File: config.mk
export PLATFORM = sky130hd
export DESIGN_NAME = fifoflush_pkt
export DESIGN_NICKNAME = d
export VERILOG_FILES = /design/src/rtl/fifoflush_pkt.sv
export SDC_FILE = /design/constraint.sdc
export NUM_CORES = 1
export LEC_CHECK = 0
export ABC_AREA = 1
export BUFFER_PORTS_ARGS = -buffer_cell sky130_fd_sc_hd__buf_4
export CAP_MARGIN = 20
export CORE_UTILIZATION = 23
export CTS_CLUSTER_SIZE = 24
export DETAILED_ROUTE_END_ITERATION = 8
export GPL_ROUTABILITY_DRIVEN = 0
export SLEW_MARGIN = 20
export SYNTH_ARGS = -nofsm -noshare
export SYNTH_HDL_FRONTEND = slang
export SYNTH_SLANG_ARGS = --single-unit
File: constraint.sdc
create_clock -name clk -period 2.5 [get_ports clk]
set_clock_uncertainty 0.15 [all_clocks]
set_input_delay 0.25 -clock clk [delete_from_list [all_inputs] [get_ports clk]]
set_output_delay 0.25 -clock clk [all_outputs]
set_load 0.005 [all_outputs]
File: src/rtl/fifoflush_pkt.sv
// FIFO pointer controller with flush, packet commit/discard, thresholds and sticky errors.
// Optional high-water mark tracking is enabled by defining FIFOFLUSH_PKT_HWM_EN.
module fifoflush_pkt #(
   parameter int unsigned ADDR     = 4,
   parameter bit          PKT_MODE = 1'b1
) (
   input  logic            clk,
   input  logic            rst_n,
   input  logic            fifowr,
   input  logic            fiford,
   input  logic            fifoflsh,
   input  logic            wr_commit,
   input  logic            wr_discard,
   input  logic            err_clr,
   input  logic [ADDR:0]   afull_th,
   input  logic [ADDR:0]   aempt_th,
`ifdef FIFOFLUSH_PKT_HWM_EN
   input  logic            hwm_clr,
   output logic [ADDR:0]   hwm,
`endif
   output logic            fifofull,
   output logic            notempty,
   output logic            afull,
   output logic            aempty,
   output logic [ADDR:0]   fifolen,
   output logic [ADDR:0]   rdlen,
   output logic            ovf,
   output logic            udf,
   output logic            mem_wr,
   output logic [ADDR-1:0] mem_wa,
   output logic            mem_rd,
   output logic [ADDR-1:0] mem_ra
);

   localparam int unsigned PW = ADDR + 1;

   logic [ADDR:0] wr_ptr, cm_ptr, rd_ptr;
   logic [ADDR:0] wr_ptr_nxt, cm_ptr_nxt, rd_ptr_nxt;
   logic          discard_act, commit_act;
   logic          ovf_set, udf_set;

   assign discard_act = PKT_MODE & wr_discard;
   assign commit_act  = PKT_MODE & wr_commit;

   assign fifolen  = wr_ptr - rd_ptr;
   assign rdlen    = cm_ptr - rd_ptr;
   assign fifofull = fifolen[ADDR];
   assign notempty = (rdlen != '0);
   assign afull    = (fifolen >= afull_th);
   assign aempty   = (rdlen <= aempt_th);

   assign mem_wr = fifowr & ~fifofull & ~fifoflsh & ~discard_act;
   assign mem_rd = fiford & notempty & ~fifoflsh;
   assign mem_wa = wr_ptr[ADDR-1:0];
   assign mem_ra = rd_ptr[ADDR-1:0];

   assign ovf_set = fifowr & fifofull & ~fifoflsh;
   assign udf_set = fiford & ~notempty & ~fifoflsh;

   // Discard outranks commit; without packet mode the commit pointer shadows the write pointer.
   always_comb begin
      wr_ptr_nxt = wr_ptr + PW'(mem_wr);
      cm_ptr_nxt = cm_ptr;
      rd_ptr_nxt = rd_ptr + PW'(mem_rd);
      if (fifoflsh) begin
         wr_ptr_nxt = '0;
         cm_ptr_nxt = '0;
         rd_ptr_nxt = '0;
      end else if (!PKT_MODE) begin
         cm_ptr_nxt = wr_ptr + PW'(mem_wr);
      end else if (discard_act) begin
         wr_ptr_nxt = cm_ptr;
      end else if (commit_act) begin
         cm_ptr_nxt = wr_ptr + PW'(mem_wr);
      end
   end

   always_ff @(posedge clk) begin
      if (!rst_n) begin
         wr_ptr <= '0;
         cm_ptr <= '0;
         rd_ptr <= '0;
      end else begin
         wr_ptr <= wr_ptr_nxt;
         cm_ptr <= cm_ptr_nxt;
         rd_ptr <= rd_ptr_nxt;
      end
   end

   // A same-cycle set takes precedence over err_clr.
   always_ff @(posedge clk) begin
      if (!rst_n) begin
         ovf <= 1'b0;
         udf <= 1'b0;
      end else begin
         if (ovf_set)      ovf <= 1'b1;
         else if (err_clr) ovf <= 1'b0;
         if (udf_set)      udf <= 1'b1;
         else if (err_clr) udf <= 1'b0;
      end
   end

`ifdef FIFOFLUSH_PKT_HWM_EN
   logic [ADDR:0] hwm_nxt;

   always_comb begin
      hwm_nxt = hwm;
      if (fifolen > hwm)  hwm_nxt = fifolen;
      else if (hwm_clr)   hwm_nxt = '0;
   end

   always_ff @(posedge clk) begin
      if (!rst_n) hwm <= '0;
      else        hwm <= hwm_nxt;
   end
`endif

endmodule

# Word level (Yosys, flattened, before mapping)
# Cells that the tools add are included.
totals:
  register_bits: 17
  out_inout_bits: 26
  word_cells: 34
op_classes:
  addsub: 4
  n_lt_le_gt_ge: 2
  mux: 4
  n_bitwise: 14
  n_reduce_logical: 5
op_table:
  columns: ["cell", "count"]
  rows:
  - ["$add A5 B1 Y5", 2]
  - ["$sub A5 B5 Y5", 2]
  - ["$and A1 B1 Y1", 9]
  - ["$ge A5 B5 Y1", 1]
  - ["$le A5 B5 Y1", 1]
  - ["$mux W5", 1]
  - ["$not A1 Y1", 5]
  - ["$reduce_bool A5 Y1", 1]
  - ["$reduce_bool A2 Y1", 2]
  - ["$mux W1", 3]
  - ["$reduce_and A2 Y1", 1]
  - ["$reduce_or A2 Y1", 1]

# Logic depth before layout (Yosys ltp)
# Gate-level depths: netlist of the first run.
logic_depth:
  depth_word: 7
  ltp_mapped: 17
  ltp_nobuf: 17

# Least setup slack after synthesis of the first run
# No wires, ideal clock.
synth_path:
  kind: "reg2reg"
  from: "reg rd_ptr[0]"
  to: "reg rd_ptr[4]"
  setup_ns: 0.122
  t_arrival_ns: 2.313
  path_slack_ns: -0.085
  path_stages_with_launch: 15
  synth_period_minus_slack_ns: 2.585
  path_cell_list: "dfxtp_1 -> ha_1 -> inv_1 -> fa_1 -> or2_2 -> nor2_1 -> nand2_1 -> nor2_1 -> nor3_1 -> ha_1 -> ha_1 -> nand2_1 -> inv_1 -> nand3_1 -> a21oi_1"
synth_via:
  elab_chain_cells: 5
synth_lines:
  columns: ["element", "line", "rtl"]
  rows:
  - ["from (decl)", "37", "logic [ADDR:0] wr_ptr, cm_ptr, rd_ptr;"]
  - ["from (signal assigned)", "86", "rd_ptr <= rd_ptr_nxt;"]
  - ["$sub A5 B5 Y5", "46", "assign rdlen = cm_ptr - rd_ptr;"]
  - ["named net rdlen[1]", "26", "output logic [ADDR:0] rdlen,"]
  - ["$reduce_bool A5 Y1", "48", "assign notempty = (rdlen != '0);"]
  - ["$and A1 B1 Y1 (2 in a row)", "53", "assign mem_rd = fiford & notempty & ~fifoflsh;"]
  - ["named net mem_rd", "31", "output logic mem_rd,"]
  - ["$add A5 B1 Y5", "64", "rd_ptr_nxt = rd_ptr + PW'(mem_rd);"]
# The timed path passes the listed nets, and every way through them passes these cells.
# A chain may end at the register's enable or synchronous reset.

# Final worst setup path of the first run
layout_path:
  from: "reg rd_ptr[0]"
  to: "out aempty"
layout_via:
  elab_chain_cells: 2
layout_lines:
  columns: ["element", "line", "rtl"]
  rows:
  - ["$sub A5 B5 Y5", "46", null]
  - ["$le A5 B5 Y1", "50", "assign aempty = (rdlen <= aempt_th);"]
  - ["to (decl)", "24", "output logic aempty,"]
# No other way between the ends.

==> results.py, run 1 <==
metrics = {
    "yosys": {
        "yosysWarnings": 0,
        "syn-cell-area_mm2": 0.00137,
        "synth.avg_cell_area_um2": 7.26,
        "yosysSeqAreaShare": 0.249,
        "ys_seq_elements": 17,
        "syn_inst": 188,
        "synth_fp_nets": 230,
        "ys_types": 20,
    },
    "placed_design": {
        "port_buffers": 43,
        "dpl.hpwl_um": 2710,
        "dp.cells": 312,
        "placedInstanceArea_mm2": 0.00187,
    },
    "layout": {
        "final_nets": 301,
        "fin_util": 0.418,
        "nFillCells": 582,
        "layout-drive-gt1-share": 0.516,
        "syn2layout_area_growth_pct": 71.8,
        "fin_cells": 330,
        "area.sequential_um2": 345,
        "diodes": 0,
        "final_area_mm2": 0.00234,
        "multi_input_area_mm2": 0.00108,
    },
    "cts": {
        "clk_pin_slew_worst_paths_ns": 0.07,
        "root_buffer": "clkbuf_8",
        "cts_sinks": 17,
        "numCtsBuffers": 3,
        "clk_latency_ns": 0.25,
        "htreeDepth": 1,
        "cts_buffer_depth": 2,
        "cts_tree": "built",
    },
    "sta": {
        "fin_crit_ns": 2.69,
        "finalCritPeriodShare": 1.07,
        "hold_violations": 0,
        "slew_violations": 0,
        "worst_slew_pin_slew_ns": 0.551,
        "worst_slack_ns": -0.186,
        "setup_viol": 4,
        "max_slew_margin": 0.631,
        "fin_setup_tns_ns": -0.351,
        "max_freq_mhz": 372,
        "hold_ws_ns": 0.0480,
        "rsz0062_at_grt": "true",
    },
    "routing": {
        "ant_nets": 0,
        "via_per_inst": 4.23,
        "wl_um": 3640,
        "first_pass_iters": 4,
        "drc": 0,
        "avgRoutedWirePerCell_um": 11.0,
        "dr_total_vias": 1396,
        "drt-initial-drc-count": 24,
    },
    "setup_path": {
        "worstPathMaxFanout": 2,
        "path_cells": "ha_4 -> inv_4 -> fa_2 -> xor2_2 -> buf_4 -> ha_1 -> nand4_1 -> o221ai_1 -> o21ai_1 -> buf_4",
        "crit_arrival_ns": 2.29,
        "cpPeakStageDelay_ns": 0.38,
        "crit_path_frequent_cell": "buf_4",
        "cp_slowest_cell": "fa_2",
        "start_kind": "register",
        "cp-end-kind": "output pin",
        "critPathKind": "register to output pin",
        "required_ns": 2.10,
    },
    "power": {
        "p_leak_uw": 0.00119,
        "powerDensity_mw_per_mm2": 325,
        "ir_drop_uv": 179,
    },
    "grt": {
        "grt_pass1_wl_um": 5490,
        "grt-ovfl-total": 0,
        "groute.usage.overall": 0.113,
        "antenna_found_initial": 0,
        "grt_pass1_vias": 1252,
        "grt_max_degree": 16,
    },
    "floorplan": {
        "dieArea_mm2": 0.00625,
        "die_height_um": 79.0,
        "io_pins": 44,
        "die_w_um": 79.0,
        "initial_utilization": 0.243,
        "core_mm2": 0.00561,
        "rows": 27,
    },
    "status": {
        "status": "complete, but fails checks",
        "violations": "negative setup slack",
    },
    "job": {
        "drv_cap": 0,
    },
    "hold_path": {
        "min_path_type": "primary input to register",
    },
}
[synth_stat cells]
master    instances  area, µm²
xor2_1            5       43.8
a21oi_1          16       80.1
fa_1              2       40.0
nand2_1          23       86.3
a211oi_1          2       15.0
xnor2_1           3       26.3
ha_1             22        275
buf_2             2       10.0
or2_2             1       6.26
o21bai_1          2       15.0
nor2_1           13       48.8
a221oi_1          1       8.76
inv_1            44        165
nand3_1          12       60.1
nand4_1           2       12.5
o221ai_1          1       8.76
o21ai_0           8       40.0
nor3_1            3       15.0
dfxtp_1          17        340
buf_4             9       67.6
[repair_timing]
item	CTS	global route
hold buffers	0	0
pin swaps	25	34
resized for setup	41	35
endpoints found under the setup margin	9	19
setup buffers	12	4
hold endpoints to repair	0	0
[where the power goes]
part / internal [µW] / total [µW] / switching, µW / leakage, µW
combinational: 149 / 273 / 123 / 0.00102
clock: 111 / 207 / 96.8 / 0.0000255
sequential: 277 / 282 / 5.16 / 0.000139
total: 537 / 763 / 225 / 0.00119
[final timing paths]
check,start,endpoint,slack [ns],cells after the start
worst max-delay path,rd_ptr[0],aempty,-0.19,10
worst min-delay path,wr_commit,cm_ptr[1],0.05,2
worst max register to register,rd_ptr[0],rd_ptr[4],-0.02,16
worst min register to register,ovf,ovf,0.31,2
[final cells by class]
class	instances	share of cell area
multi-input cells	116	0.461
repair buffers	77	0.261
flip-flops and latches	17	0.147
inverters	44	0.0726
well taps	72	0.0384
clock buffers	3	0.0176
clock inverters	1	0.00213
[worst max-delay path, delay by kind of cell (launching register included)]
family	cells	cell delay (ns)
buffers and inverters	3	0.31
adder cells (fa/ha/maj)	3	0.80
AO/OA/AOI/OAI	2	0.25
AND/OR/NAND/NOR	1	0.11
flip-flops	1	0.37
XOR/XNOR	1	0.17
[kinds of logic (layout without fill, tap and decap cells)]
kind of cell | count (synthesis) | after routing | share of synthesized area
buf+inv | 55 | 125 | 0.178
simple gates | 54 | 54 | 0.168
compound gates | 30 | 30 | 0.123
fa+ha+maj | 24 | 24 | 0.231
flops | 17 | 17 | 0.249
xor+xnor | 8 | 8 | 0.0513
[registers in the layout, indices dropped and copies added, names as in the netlist]
name and count:
wr_ptr 5, udf 1, rd_ptr 5, ovf 1
cm_ptr 5
[per-stage QoR]
stage / power (µW) / setup slack, ns
final: 763 / -0.186
after global routing: 813 / -0.278
after CTS: 751 / -0.198
after detailed placement: 502 / -0.227
after global placement: 499 / -0.199
after floorplan: 399 / 0.00715
[routing by layer]
metal | wire [µm] | track usage
met1 | 1560 | 0.128
met2 | 1910 | 0.211
met3 | 155 | 0.0218
met4 | 11 | 0.0327
met5 | 0 | 0
[layout by cell type (no fill, tap or decap), types with 5 or more instances in the layout]
master	instances
nand3_1	5
buf_6	9
dfxtp_1	15
inv_1	35
o21ai_1	7
ha_1	11
buf_4	68
ha_4	10
nand2_1	19
a21oi_1	13
nor2_1	9
inv_2	7
(Power assumes the default switching activity.)
==> run 2: changes to the inputs <==
Clock period 2.5 ns to 2.6 ns, I/O delays scaled along.
==> results.py, run 2 (synthesis gave the netlist of run 1 again) <==
metrics = {
    "layout": {
        "fin_util": 0.394,
        "layout_commonest_cell": "buf_4",
        "layout_common_cells": "buf_4, inv_1, nand2_1",
        "nFillCells": 590,
        "final_nets": 296,
        "multi_input_area_mm2": 0.00101,
        "fin_cells": 325,
        "area.sequential_um2": 348,
        "syn2layout_area_growth_pct": 62.0,
        "largestRegisters": "cm_ptr (5), rd_ptr (5), wr_ptr (5)",
        "layout-drive-gt1-share": 0.482,
        "diodes": 0,
    },
    "power": {
        "p_leak_uw": 0.00115,
        "swShare": 0.295,
        "ir_drop_uv": 135,
        "p_comb_frac": 0.344,
        "net-switching-power_uw": 216,
        "sequentialPowerShare": 0.373,
        "powerDensity_mw_per_mm2": 330,
        "p_int_uw": 514,
        "clkPwrFrac": 0.282,
    },
    "setup_path": {
        "start_kind": "register",
        "cpPeakStageDelay_ns": 0.37,
        "critPathKind": "register to output pin",
        "worstPathMaxFanout": 2,
        "cp_slowest_cell": "fa_2",
        "crit_arrival_ns": 2.25,
        "required_ns": 2.19,
        "cp-end-kind": "output pin",
        "rr_worst_depth": 18,
        "path_cells": "inv_2 -> ha_4 -> inv_2 -> fa_2 -> xor2_2 -> buf_4 -> ha_4 -> nand4_1 -> o221ai_1 -> o21ai_1 -> buf_4",
        "regToRegEndpoint": "rd_ptr[4]",
        "r2r_slack_ns": 0.05,
        "r2r_start": "cm_ptr[0]",
    },
    "grt": {
        "met1_usage": 0.144,
        "grt-ovfl-total": 0,
        "grt_max_degree": 16,
        "antenna_found_initial": 0,
        "groute.usage.overall": 0.117,
        "grt_pass1_wl_um": 5730,
        "met2_usage": 0.202,
        "top_usage_layer": "met2",
        "grt_pass1_vias": 1354,
        "met3_usage": 0.0218,
    },
    "job": {
        "drv_cap": 0,
    },
    "sta": {
        "worst_slew_pin_slew_ns": 0.530,
        "finalCritPeriodShare": 1.02,
        "hold_violations": 0,
        "worst_slack_ns": -0.0614,
        "setup_viol": 2,
        "fin_crit_ns": 2.66,
        "slew_violations": 0,
        "max_freq_mhz": 376,
        "max_slew_margin": 0.646,
        "rsz0062_at_grt": "true",
    },
    "status": {
        "violations": "negative setup slack",
        "status": "complete, but fails checks",
    },
    "placed_design": {
        "dpl.hpwl_um": 2680,
        "port_buffers": 43,
        "dp.cells": 309,
    },
    "hold_path": {
        "worstHoldStart": "wr_commit",
        "worstHoldEndpoint": "cm_ptr[1]",
        "min_path_type": "primary input to register",
        "hold_path_depth": 2,
    },
    "floorplan": {
        "io_pins": 44,
        "die_height_um": 79.0,
        "dieArea_mm2": 0.00625,
        "core_mm2": 0.00561,
        "rows": 27,
        "die_w_um": 79.0,
        "initial_utilization": 0.243,
    },
    "routing": {
        "via_per_inst": 4.27,
        "drt-initial-drc-count": 30,
        "ant_nets": 0,
        "dr_total_vias": 1387,
        "first_pass_iters": 4,
        "drc": 0,
        "wl_um": 3510,
        "avgRoutedWirePerCell_um": 10.8,
    },
    "cts": {
        "clk_pin_slew_worst_paths_ns": 0.07,
        "cts_tree": "built",
        "cts_buffer_depth": 2,
        "numCtsBuffers": 3,
        "cts_sinks": 17,
        "htreeDepth": 1,
        "root_buffer": "clkbuf_8",
        "clk_latency_ns": 0.26,
    },
}
run 2: changes by cell type in the layout (fill, tap and decap cells not counted), moves of 2 or more:
cell,before,now
dfxtp_2,1,3
buf_6,9,3
dfxtp_1,15,13
o21ai_0,0,4
nand3_1,5,8
nand3_4,3,0
o21ai_1,7,3
run 2: power groups by stage:
stage	logic [µW]	clock network, µW	registers, µW
finish	251	206	273
global route	281	228	274
CTS	235	212	272
detailed placement	197	0	278
global placement	194	0	278
floorplan	101	0	278
run 2: worst max-delay path by stage:
stage / startpoint / endpoint / slack (ns) / cells past startpoint
floorplan: rd_ptr[0] / rd_ptr[4] / 0.02 / 14
global placement: cm_ptr[0] / rd_ptr[4] / -0.03 / 15
detailed placement: cm_ptr[0] / rd_ptr[4] / -0.16 / 15
CTS: cm_ptr[0] / aempty / -0.09 / 13
global route: cm_ptr[0] / aempty / -0.18 / 11
finish: cm_ptr[0] / aempty / -0.06 / 11
run 2: final cells by class:
type	instances	share of cell area
clock buffers	3	0.0187
clock inverters	1	0.00226
inverters	44	0.0758
multi-input cells	116	0.456
flip-flops and latches	17	0.157
well taps	72	0.0407
repair buffers	72	0.250
run 2: metrics by stage:
| stage | setup slack (ns) | instance area (µm²) | hold slack (ns) | setup TNS, ns | power, µW |
|---|---|---|---|---|---|
| final | -0.0614 | 2210 | 0.0420 | -0.0849 | 730 |
| after global routing | -0.183 | 2210 | 0.0456 | -0.808 | 783 |
| after detailed placement | -0.156 | 1830 | 0.309 | -0.427 | 475 |
| after global placement | -0.0297 | 1830 | 0.305 | -0.0534 | 472 |
| after floorplan | 0.0150 | 1370 | 0.205 | 0 | 379 |
| after CTS | -0.0902 | 2090 | 0.0426 | -0.126 | 719 |
run 2: what timing repair did:
| item | CTS | global route |
|---|---|---|
| gates resized for setup | 40 | 22 |
| gates cloned | 0 | 0 |
| hold buffers | 0 | 0 |
| pin swaps | 10 | 17 |
| buffers inserted | 7 | 5 |
| setup endpoints to repair | 9 | 10 |
run 2: worst max-delay path: cells and delay by family, from the launching register on:
family                     cells  cell delay (ns)
AOI/OAI and AO/OA              2             0.25
and+or+nand+nor                1             0.10
adders and majority gates      3             0.75
buffers and inverters          4             0.41
xor gates and xnor gates       1             0.18
DFF                            1             0.32
run 2: per-layer routing:
layer	wire, µm	vias to the layer above
met2	1720	34
met5	0	-
met3	176	5
li1	-	724
met1	1560	624
met4	53	0
==> run 3: changes to the inputs <==
Settings changed: CORE_UTILIZATION 23 to 45, GPL_TIMING_DRIVEN set to 0, PLACE_DENSITY set to 0.72.
==> results.py, run 3 (synthesis gave the netlist of run 1 again) <==
metrics = {
    "layout": {
        "layout_commonest_cell": "buf_4",
        "largestRegisters": "cm_ptr (5), rd_ptr (5), wr_ptr (5)",
        "syn2layout_area_growth_pct": 55.5,
        "fin_util": 0.756,
        "final_nets": 295,
        "layout-drive-gt1-share": 0.468,
        "nFillCells": 218,
        "layout_common_cells": "buf_4, inv_1, nand2_1",
        "diodes": 0,
    },
    "grt": {
        "grt_pass1_vias": 1338,
        "grt_max_degree": 11,
        "groute.usage.overall": 0.219,
        "grt-ovfl-total": 0,
        "antenna_found_initial": 0,
        "grt_pass1_wl_um": 5520,
    },
    "cts": {
        "cts_tree": "built",
        "clk_pin_slew_worst_paths_ns": 0.12,
        "htreeDepth": 1,
        "clk_latency_ns": 0.31,
        "root_buffer": "clkbuf_4",
        "cts_buffer_depth": 2,
        "numCtsBuffers": 3,
        "cts_sinks": 17,
    },
    "setup_path": {
        "cp-end-kind": "output pin",
        "rr_worst_depth": 17,
        "required_ns": 2.19,
        "start_kind": "register",
        "worstPathMaxFanout": 4,
        "critPathKind": "register to output pin",
        "crit_arrival_ns": 2.40,
    },
    "routing": {
        "first_pass_iters": 6,
        "dr.max_layer_used": "met4",
        "drc": 10,
        "dr_total_vias": 1426,
        "met1_length_um": 1580,
        "wl_met2_um": 1920,
        "drt-initial-drc-count": 49,
        "wl_met3_um": 247,
        "wl_um": 3790,
        "avgRoutedWirePerCell_um": 13.4,
        "via_per_inst": 5.04,
        "ant_nets": 0,
    },
    "sta": {
        "fin_setup_tns_ns": -0.483,
        "hold_violations": 0,
        "max_freq_mhz": 356,
        "worst_slew_pin_slew_ns": 0.436,
        "max_slew_margin": 0.707,
        "finalCritPeriodShare": 1.08,
        "fin_crit_ns": 2.81,
        "slew_violations": 0,
        "setup_viol": 6,
        "hold_ws_ns": 0.0380,
        "worst_slack_ns": -0.211,
        "rsz0062_at_grt": "true",
    },
    "floorplan": {
        "die_height_um": 57.1,
        "initial_utilization": 0.487,
        "io_pins": 44,
        "dieArea_mm2": 0.00326,
        "core_mm2": 0.00281,
        "rows": 19,
        "die_w_um": 57.1,
    },
    "power": {
        "p_leak_uw": 0.00110,
        "power_uw": 691,
        "powerDensity_mw_per_mm2": 326,
        "ir_drop_uv": 315,
    },
    "status": {
        "violations": "design-rule violations, negative setup slack",
        "status": "complete, but fails checks",
    },
    "job": {
        "drv_cap": 0,
    },
    "placed_design": {
        "port_buffers": 42,
        "dpl.hpwl_um": 2500,
    },
    "hold_path": {
        "min_path_type": "primary input to register",
        "hold_path_depth": 3,
    },
}
-- run 3: changes by cell type in the layout (fill, tap and decap cells not counted), sizes merged --
cell,before,now
buf,72,70
dlygate4sd3,0,1
-- run 3: power by group --
part	internal (µW)	switching, µW	total (µW)	leakage (µW)
sequential	266	8.06	274	0.000141
clock	57.6	98.2	156	0.0000177
combinational	145	117	262	0.000946
-- run 3: per-stage QoR --
stage | instance area [µm²] | instances | setup WS [ns]
after CTS | 1970 | 277 | -0.163
after detailed placement | 1720 | 261 | -0.295
final | 2120 | 283 | -0.211
after global placement | 1720 | 261 | -0.243
after global routing | 2120 | 283 | -0.329
after floorplan | 1370 | 188 | 0.0150
-- run 3: final cells by class --
type                       instances  area [µm²]  area share
buffer                            11        77.6      0.0366
clock buffer                       3        22.5      0.0106
clock inverter                     1        5.00     0.00236
inverter                          44         165      0.0778
multi-input combinational        116        1000       0.473
sequential                        17         352       0.166
tap                               31        38.8      0.0183
timing repair buffer              60         457       0.215
-- run 3: final timing paths --
path | start | to | slack, ns
worst max register to register | rd_ptr[0] | rd_ptr[4] | -0.07
worst min register to register | ovf | ovf | 0.32
worst min-delay path | rst_n | udf | 0.04
worst max-delay path | rd_ptr[0] | aempty | -0.21
-- run 3: repair_timing --
action | 4_1_cts | 5_1_grt
hold buffers | 1 | 0
setup endpoints to repair | 19 | 14
hold endpoints to repair | 2 | 0
buffers inserted | 11 | 6
pin swaps | 11 | 11
resized for setup | 36 | 25
-- run 3: layer usage --
metal,vias up,GRT usage
met3,4,0.0567
li1,720,-
met1,657,0.257
met5,-,0
met4,0,0.0871
met2,45,0.382
-- run 3: worst max-delay path, cell delays in order, from the launching register on --
cell      delay, ns
dfxtp_4        0.40
ha_4           0.14
inv_2          0.04
fa_2           0.38
nand3_2        0.10
nand3_2        0.08
nand2_2        0.10
inv_2          0.06
ha_4           0.28
nand4_1        0.12
o221ai_1       0.17
o21ai_1        0.09
buf_4          0.14
